**src/rtl/dmem_arbiter_if.sv**
```systemverilog
// Per-port request/completion bundle between a memory master and dmem_arbiter.
// The master drives the command and the arbiter returns grant, completion and load data.
interface dmem_arbiter_if #(
  parameter int DM_ADDRESS = 9,
  parameter int DATA_W     = 32
);
  logic                  req;
  logic                  we;
  logic [DM_ADDRESS-1:0] addr;
  logic [DATA_W-1:0]     wdata;
  logic [2:0]            funct3;
  logic                  gnt;
  logic                  done;
  logic                  err;
  logic [DATA_W-1:0]     rdata;

  modport master (
    output req, we, addr, wdata, funct3,
    input  gnt, done, err, rdata
  );

  modport slave (
    input  req, we, addr, wdata, funct3,
    output gnt, done, err, rdata
  );
endinterface

```
**src/rtl/dmem_arbiter.sv**
```systemverilog
// Two-port arbiter/sequencer for the data memory: grant -> one ACCESS cycle -> done.
// Illegal or misaligned commands are granted but never strobe the memory.
module dmem_arbiter #(
  parameter int DM_ADDRESS = 9,
  parameter int DATA_W     = 32,
  parameter int ARB_MODE   = 0,
  parameter int STARVE_MAX = 4
) (
  input  logic                  clk,
  input  logic                  rst_n,
  dmem_arbiter_if.slave         p0,
  dmem_arbiter_if.slave         p1,
  output logic                  MemRead,
  output logic                  MemWrite,
  output logic [DM_ADDRESS-1:0] a,
  output logic [DATA_W-1:0]     wd,
  output logic [2:0]            Funct3,
  input  logic [DATA_W-1:0]     rd
);

  typedef enum logic {IDLE, ACCESS} state_t;

  localparam logic [3:0] STARVE_LIM = 4'(STARVE_MAX);

  state_t                state;
  logic [3:0]            starve_cnt;
  logic                  rr_ptr;
  logic                  acc_id;
  logic                  acc_we;
  logic                  acc_legal;

  logic                  p1_pri;
  logic                  gnt0;
  logic                  gnt1;
  logic                  any_gnt;
  logic                  win_we;
  logic [DM_ADDRESS-1:0] win_addr;
  logic [DATA_W-1:0]     win_wdata;
  logic [2:0]            win_f3;
  logic                  win_legal;

  // Size code and alignment check; funct3 100 (LBU) is a load-only encoding.
  function automatic logic is_legal(input logic we, input logic [2:0] f3,
                                    input logic [1:0] lo);
    case (f3)
      3'b000:  is_legal = 1'b1;
      3'b001:  is_legal = ~lo[0];
      3'b010:  is_legal = (lo == 2'b00);
      3'b100:  is_legal = ~we;
      default: is_legal = 1'b0;
    endcase
  endfunction

  assign p1_pri = (ARB_MODE == 0) ? (starve_cnt == STARVE_LIM) : rr_ptr;

  always_comb begin
    // NOTE: every combinational output gets a default first so no path infers a latch.
    gnt0 = 1'b0;
    gnt1 = 1'b0;
    if (rst_n) begin
      if (p0.req && p1.req) begin
        gnt1 = p1_pri;
        gnt0 = ~p1_pri;
      end else begin
        gnt0 = p0.req;
        gnt1 = p1.req;
      end
    end
  end

  assign p0.gnt    = gnt0;
  assign p1.gnt    = gnt1;
  assign any_gnt   = gnt0 | gnt1;
  assign win_we    = gnt1 ? p1.we     : p0.we;
  assign win_addr  = gnt1 ? p1.addr   : p0.addr;
  assign win_wdata = gnt1 ? p1.wdata  : p0.wdata;
  assign win_f3    = gnt1 ? p1.funct3 : p0.funct3;
  assign win_legal = is_legal(win_we, win_f3, win_addr[1:0]);

  always_ff @(posedge clk or negedge rst_n) begin
    if (!rst_n) begin
      state      <= IDLE;
      starve_cnt <= '0;
      rr_ptr     <= 1'b0;
      acc_id     <= 1'b0;
      acc_we     <= 1'b0;
      acc_legal  <= 1'b0;
      MemRead    <= 1'b0;
      MemWrite   <= 1'b0;
      a          <= '0;
      wd         <= '0;
      Funct3     <= '0;
      p0.done    <= 1'b0;
      p0.err     <= 1'b0;
      p0.rdata   <= '0;
      p1.done    <= 1'b0;
      p1.err     <= 1'b0;
      p1.rdata   <= '0;
    end else begin
      // NOTE: state uses non-blocking assignments so every register sees pre-edge values.
      state <= any_gnt ? ACCESS : IDLE;

      // Memory-side outputs are registered at grant; no request path reaches them directly.
      MemRead  <= any_gnt & win_legal & ~win_we;
      MemWrite <= any_gnt & win_legal &  win_we;
      if (any_gnt) begin
        acc_id    <= gnt1;
        acc_we    <= win_we;
        acc_legal <= win_legal;
        a         <= win_addr;
        wd        <= win_wdata;
        Funct3    <= win_f3;
        rr_ptr    <= ~gnt1;
      end

      if (gnt1)
        starve_cnt <= '0;
      else if (p1.req && starve_cnt != STARVE_LIM)
        starve_cnt <= starve_cnt + 4'd1;

      // Completion for whatever was in ACCESS this cycle; rd is sampled here.
      p0.done <= (state == ACCESS) && !acc_id;
      p0.err  <= (state == ACCESS) && !acc_id && !acc_legal;
      p1.done <= (state == ACCESS) &&  acc_id;
      p1.err  <= (state == ACCESS) &&  acc_id && !acc_legal;
      if (state == ACCESS && acc_legal && !acc_we) begin
        if (acc_id) p1.rdata <= rd;
        else        p0.rdata <= rd;
      end
    end
  end

endmodule

```
**src/flat_wrapper.sv**
```systemverilog
// flat-port wrapper written by rule: the top's interface ports become plain ports
module dmem_arbiter_flat 
#(
  parameter int DM_ADDRESS = 9,
  parameter int DATA_W     = 32,
  parameter int ARB_MODE   = 0,
  parameter int STARVE_MAX = 4
)
  (clk, rst_n, MemRead, MemWrite, a, wd, Funct3, rd, p0_req, p0_we, p0_addr, p0_wdata, p0_funct3, p0_gnt, p0_done, p0_err, p0_rdata, p1_req, p1_we, p1_addr, p1_wdata, p1_funct3, p1_gnt, p1_done, p1_err, p1_rdata);
  dmem_arbiter_if #(.DM_ADDRESS(DM_ADDRESS), .DATA_W(DATA_W)) p0_i ();
  dmem_arbiter_if #(.DM_ADDRESS(DM_ADDRESS), .DATA_W(DATA_W)) p1_i ();
  input  logic clk;
  input  logic rst_n;
  output logic MemRead;
  output logic MemWrite;
  output logic [DM_ADDRESS-1:0] a;
  output logic [DATA_W-1:0] wd;
  output logic [2:0] Funct3;
  input  logic [DATA_W-1:0] rd;
  input wire logic [$bits(p0_i.req)-1:0] p0_req;
  input wire logic [$bits(p0_i.we)-1:0] p0_we;
  input wire logic [$bits(p0_i.addr)-1:0] p0_addr;
  input wire logic [$bits(p0_i.wdata)-1:0] p0_wdata;
  input wire logic [$bits(p0_i.funct3)-1:0] p0_funct3;
  output wire logic [$bits(p0_i.gnt)-1:0] p0_gnt;
  output wire logic [$bits(p0_i.done)-1:0] p0_done;
  output wire logic [$bits(p0_i.err)-1:0] p0_err;
  output wire logic [$bits(p0_i.rdata)-1:0] p0_rdata;
  input wire logic [$bits(p1_i.req)-1:0] p1_req;
  input wire logic [$bits(p1_i.we)-1:0] p1_we;
  input wire logic [$bits(p1_i.addr)-1:0] p1_addr;
  input wire logic [$bits(p1_i.wdata)-1:0] p1_wdata;
  input wire logic [$bits(p1_i.funct3)-1:0] p1_funct3;
  output wire logic [$bits(p1_i.gnt)-1:0] p1_gnt;
  output wire logic [$bits(p1_i.done)-1:0] p1_done;
  output wire logic [$bits(p1_i.err)-1:0] p1_err;
  output wire logic [$bits(p1_i.rdata)-1:0] p1_rdata;
  assign p0_i.req = p0_req;
  assign p0_i.we = p0_we;
  assign p0_i.addr = p0_addr;
  assign p0_i.wdata = p0_wdata;
  assign p0_i.funct3 = p0_funct3;
  assign p0_gnt = p0_i.gnt;
  assign p0_done = p0_i.done;
  assign p0_err = p0_i.err;
  assign p0_rdata = p0_i.rdata;
  assign p1_i.req = p1_req;
  assign p1_i.we = p1_we;
  assign p1_i.addr = p1_addr;
  assign p1_i.wdata = p1_wdata;
  assign p1_i.funct3 = p1_funct3;
  assign p1_gnt = p1_i.gnt;
  assign p1_done = p1_i.done;
  assign p1_err = p1_i.err;
  assign p1_rdata = p1_i.rdata;
  dmem_arbiter #(.DM_ADDRESS(DM_ADDRESS), .DATA_W(DATA_W), .ARB_MODE(ARB_MODE), .STARVE_MAX(STARVE_MAX)) u_core (.clk(clk), .rst_n(rst_n), .p0(p0_i), .p1(p1_i), .MemRead(MemRead), .MemWrite(MemWrite), .a(a), .wd(wd), .Funct3(Funct3), .rd(rd));
endmodule
```
**config.mk**
```make
export PLATFORM = sky130hd
export DESIGN_NAME = dmem_arbiter_flat
export DESIGN_NICKNAME = d
export VERILOG_FILES = /design/src/rtl/dmem_arbiter_if.sv /design/src/rtl/dmem_arbiter.sv /design/src/flat_wrapper.sv
export SDC_FILE = /design/constraint.sdc
export NUM_CORES = 1
export LEC_CHECK = 0
export ABC_AREA = 1
export CORE_AREA = 2 2 187 115
export DETAILED_ROUTE_END_ITERATION = 8
export DIE_AREA = 0 0 189 117
export GPL_TIMING_DRIVEN = 0
export PLACE_DENSITY = 0.53
export SETUP_SLACK_MARGIN = 0.02
export SLEW_MARGIN = 20
export SYNTH_ARGS = -nofsm -noshare
export SYNTH_HDL_FRONTEND = slang
export SYNTH_SLANG_ARGS = --single-unit
export TNS_END_PERCENT = 20
```
**constraint.sdc**
```tcl
create_clock -name clk -period 1.6 [get_ports clk]
set_clock_uncertainty 0.1 [all_clocks]
set_input_delay 0.16 -clock clk [delete_from_list [all_inputs] [get_ports clk]]
set_output_delay 0.16 -clock clk [all_outputs]
set_load 0.005 [all_outputs]
```
==> results.ini, run 1 <==
[routing]
drt-wirelength-per-cell_um = 15.6
routed_wl_mm = 17.6
drt_iter0_drc = 233
num_vias = 4746
drc = 0
avgViaCountPerCell = 4.21
antenna_left = 0
drt-pass1-iter-count = 4

[timing]
finalCritPeriodShare_pct = 114
worstMarginPinSlew_ps = 470
drv_slew = 0
fmax_mhz = 550
slew_headroom_pct = 68.7
timing.hold.ws_ps = -433
setup_slack_ps = -217
hold_violations = 90
setup_viol = 50
rsz0062_at_grt = yes
finalCriticalPeriod_ps = 1820

[yosys]
seq_area_frac_synth_pct = 60.8
synthTopCellsByArea = dfrtp_1, nand2_1, o21ai_0
synth.avg_cell_area_um2 = 8.91
ys_warn_count = 0
synth_nets = 692
synth.cell_area_um2 = 5020
ys_ff_latch = 122
synth_top_area_share_pct = 60.8
syn_inst = 564
synthDistinctLibCells = 23
synth_top_area_cell = dfrtp_1

[clocking]
clock-sinks = 122
clock_path_buffers = 2
clk_latency_ps = 410
cts_buffers = 17
cts_root_buffer = clkbuf_16
clkTransAtPathRegs_ps = 60
htree_levels = 4
cts_tree = yes

[grt]
grt_overflow = 0
grt_max_degree = 70
antenna_found_initial = 1
grt_util_all_layers_pct = 16.2
grt_first_pass_wirelength_mm = 27.1
grt_pass1_vias = 4759

[critical_path]
slowest_delay_ps = 370
setup.worst_path.start_class = register
rrSetupSlack_ps = -190
path_cells = inv_2 > ha_4 > nand3_4 > nand2_4 > nand2_8 > clkinvlp_4 > buf_6 > buf_6
worstSetupPathDepth = 8
required_ps = 1340
critPathArrivalTime_ps = 1560
r2r_end = u_core.Funct3[2]$_DFFE_PN0N_
cpMaxStageDelayCell = dfrtp_1
r2r-start = u_core.starve_cnt[0]$_DFFE_PN0P_
worstPathMaxFanout = 3
cp-startpoint = u_core.starve_cnt[0]$_DFFE_PN0P_
path_class = register to output port
cp-endpoint = p1_gnt
path_common_cell = buf_6
critPathCaptureType = output port
crit_buf_inv = 4
r2r_cells = 11
critPathTopFamily = buffers and inverters

[layout]
area_growth_pct = 75.3
seq_area_um2 = 3050
antenna_cells = 0
final_cell_mix = nand2_1, clkdlybuf4s50_1, dfrtp_1
drive_gt1_share_pct = 11.1
multi_input_area_um2 = 1680
num-nets-final = 965
final_common_cell = nand2_1
nFillCells = 2003

[floorplanning]
rows = 41
die_h_um = 117
dieArea_um2 = 22100
start_util_pct = 24.4
die_w_um = 189
core_area_um2 = 20600
pin_count = 242

[placed_design]
io_buffer_count = 241
routabilityCongestion = 0.802
dp_hpwl_mm = 13.0

[outcome]
violations = hold timing, setup timing
status = finished with violations

[power_and_ir_drop]
p_leak_nw = 4.42
p_per_area_nw_per_um2 = 1430
finalPower_w = 0.0126
ir_drop_uv = 739

[run]
drv_cap = 0

[worst_hold_path]
hp-class = input pin to asynchronous set/reset pin

[per-stage QoR]
step,instance area [um2],utilization [%],TNS (ps),instances,setup WS (ps)
final,8810,42.8,-4230,1128,-217
after floorplan,5020,-,0,564,40.5
after global routing,8810,42.8,-8150,1128,-290
after CTS,8590,41.7,-4360,1124,-236
after detailed placement,7820,38.0,-29170,1085,-799
after global placement,7790,37.9,-917640,1084,-5920
[registers in the layout (all words and copies together), names as in the netlist]
name / count
u_core.wd: 32
u_core.p1.err: 1
u_core.MemRead: 1
u_core.p0.done: 1
u_core.MemWrite: 1
u_core.acc_we: 1
u_core.p1.done: 1
u_core.state: 1
u_core.acc_legal: 1
u_core.starve_cnt: 4
u_core.Funct3: 3
u_core.p0.err: 1
u_core.a: 9
u_core.p0.rdata: 32
u_core.acc_id: 1
u_core.p1.rdata: 32
[where the power goes]
part           internal, W  leakage (nW)  switching (W)
Clock              0.00250         0.285        0.00149
Combinational      0.00238          2.73        0.00152
Sequential         0.00413          1.41       0.000569
[final cells by class]
type / count / area share, %
Timing Repair Buffer: 254 / 30.1
Inverter: 53 / 2.34
Clock buffer: 18 / 4.99
Clock inverter: 13 / 1.92
Multi-Input combinational cell: 359 / 19.1
Sequential cell: 122 / 34.7
Buffer: 30 / 2.91
Tap cell: 279 / 3.96
[what timing repair did]
| item | in CTS | in global routing |
|---|---|---|
| endpoints found under the setup margin | 127 | 174 |
| pin swaps | 4 | 4 |
| hold endpoints to repair | 53 | 53 |
| gates resized for setup | 59 | 85 |
| buffers inserted | 8 | 5 |
[metal layers]
| layer | track usage [%] | vias to the layer above | wire length, um |
|---|---|---|---|
| li1 | - | 2367 | - |
| met1 | 22.3 | 2217 | 8620 |
| met2 | 22.9 | 150 | 7270 |
| met3 | 7.30 | 12 | 1590 |
| met4 | 4.01 | 0 | 156 |
| met5 | 0 | - | 0 |
[kinds of logic (layout without fill, tap and decap cells)]
kind of cell | Yosys count | in the layout | share of synthesized area (%)
buffers and inverters | 83 | 368 | 6.92
flip-flops | 122 | 122 | 60.8
AO/OA/AOI/OAI | 115 | 115 | 12.6
adder cells (fa/ha/maj) | 2 | 2 | 0.498
AND/OR/NAND/NOR | 242 | 242 | 19.2
[synth_stat cells (all sizes together)]
library cell / n
clkbuf: 14
o21bai: 1
o21a: 2
buf: 16
inv: 52
a21oi: 2
nand4: 1
a31oi: 39
nand3b: 4
ha: 2
clkinv: 1
dfrtp: 122
nor3: 1
nor2: 45
o21ai: 71
nand3: 10
nand2: 181
[worst min path at each step]
stage / start / end / slack (ps) / depth (start not counted)
6_report: rst_n / u_core.starve_cnt[2]$_DFFE_PN0P_ / -430 / 1
4_1_cts: rst_n / u_core.starve_cnt[2]$_DFFE_PN0P_ / -430 / 1
3_5_place_dp: rst_n / u_core.starve_cnt[2]$_DFFE_PN0P_ / 20 / 1
5_1_grt: rst_n / u_core.starve_cnt[2]$_DFFE_PN0P_ / -420 / 1
2_1_floorplan: rst_n / u_core.Funct3[0]$_DFFE_PN0N_ / -240 / 0
3_3_place_gp: u_core.p0.rdata[2]$_DFFE_PN0P_ / u_core.p0.rdata[2]$_DFFE_PN0P_ / 370 / 2
Note: power is estimated with default switching activity, not from simulation.
==> inputs of run 2 (changes only) <==
--- a/config.mk
+++ b/config.mk
@@ -6,6 +6,7 @@
 export NUM_CORES = 1
 export LEC_CHECK = 0
 export ABC_AREA = 1
+export CAP_MARGIN = 20
 export CORE_AREA = 2 2 187 115
 export DETAILED_ROUTE_END_ITERATION = 8
 export DIE_AREA = 0 0 189 117
==> results of run 2 <==
The final DEF is identical to that of run 1; final timing and power are the same.
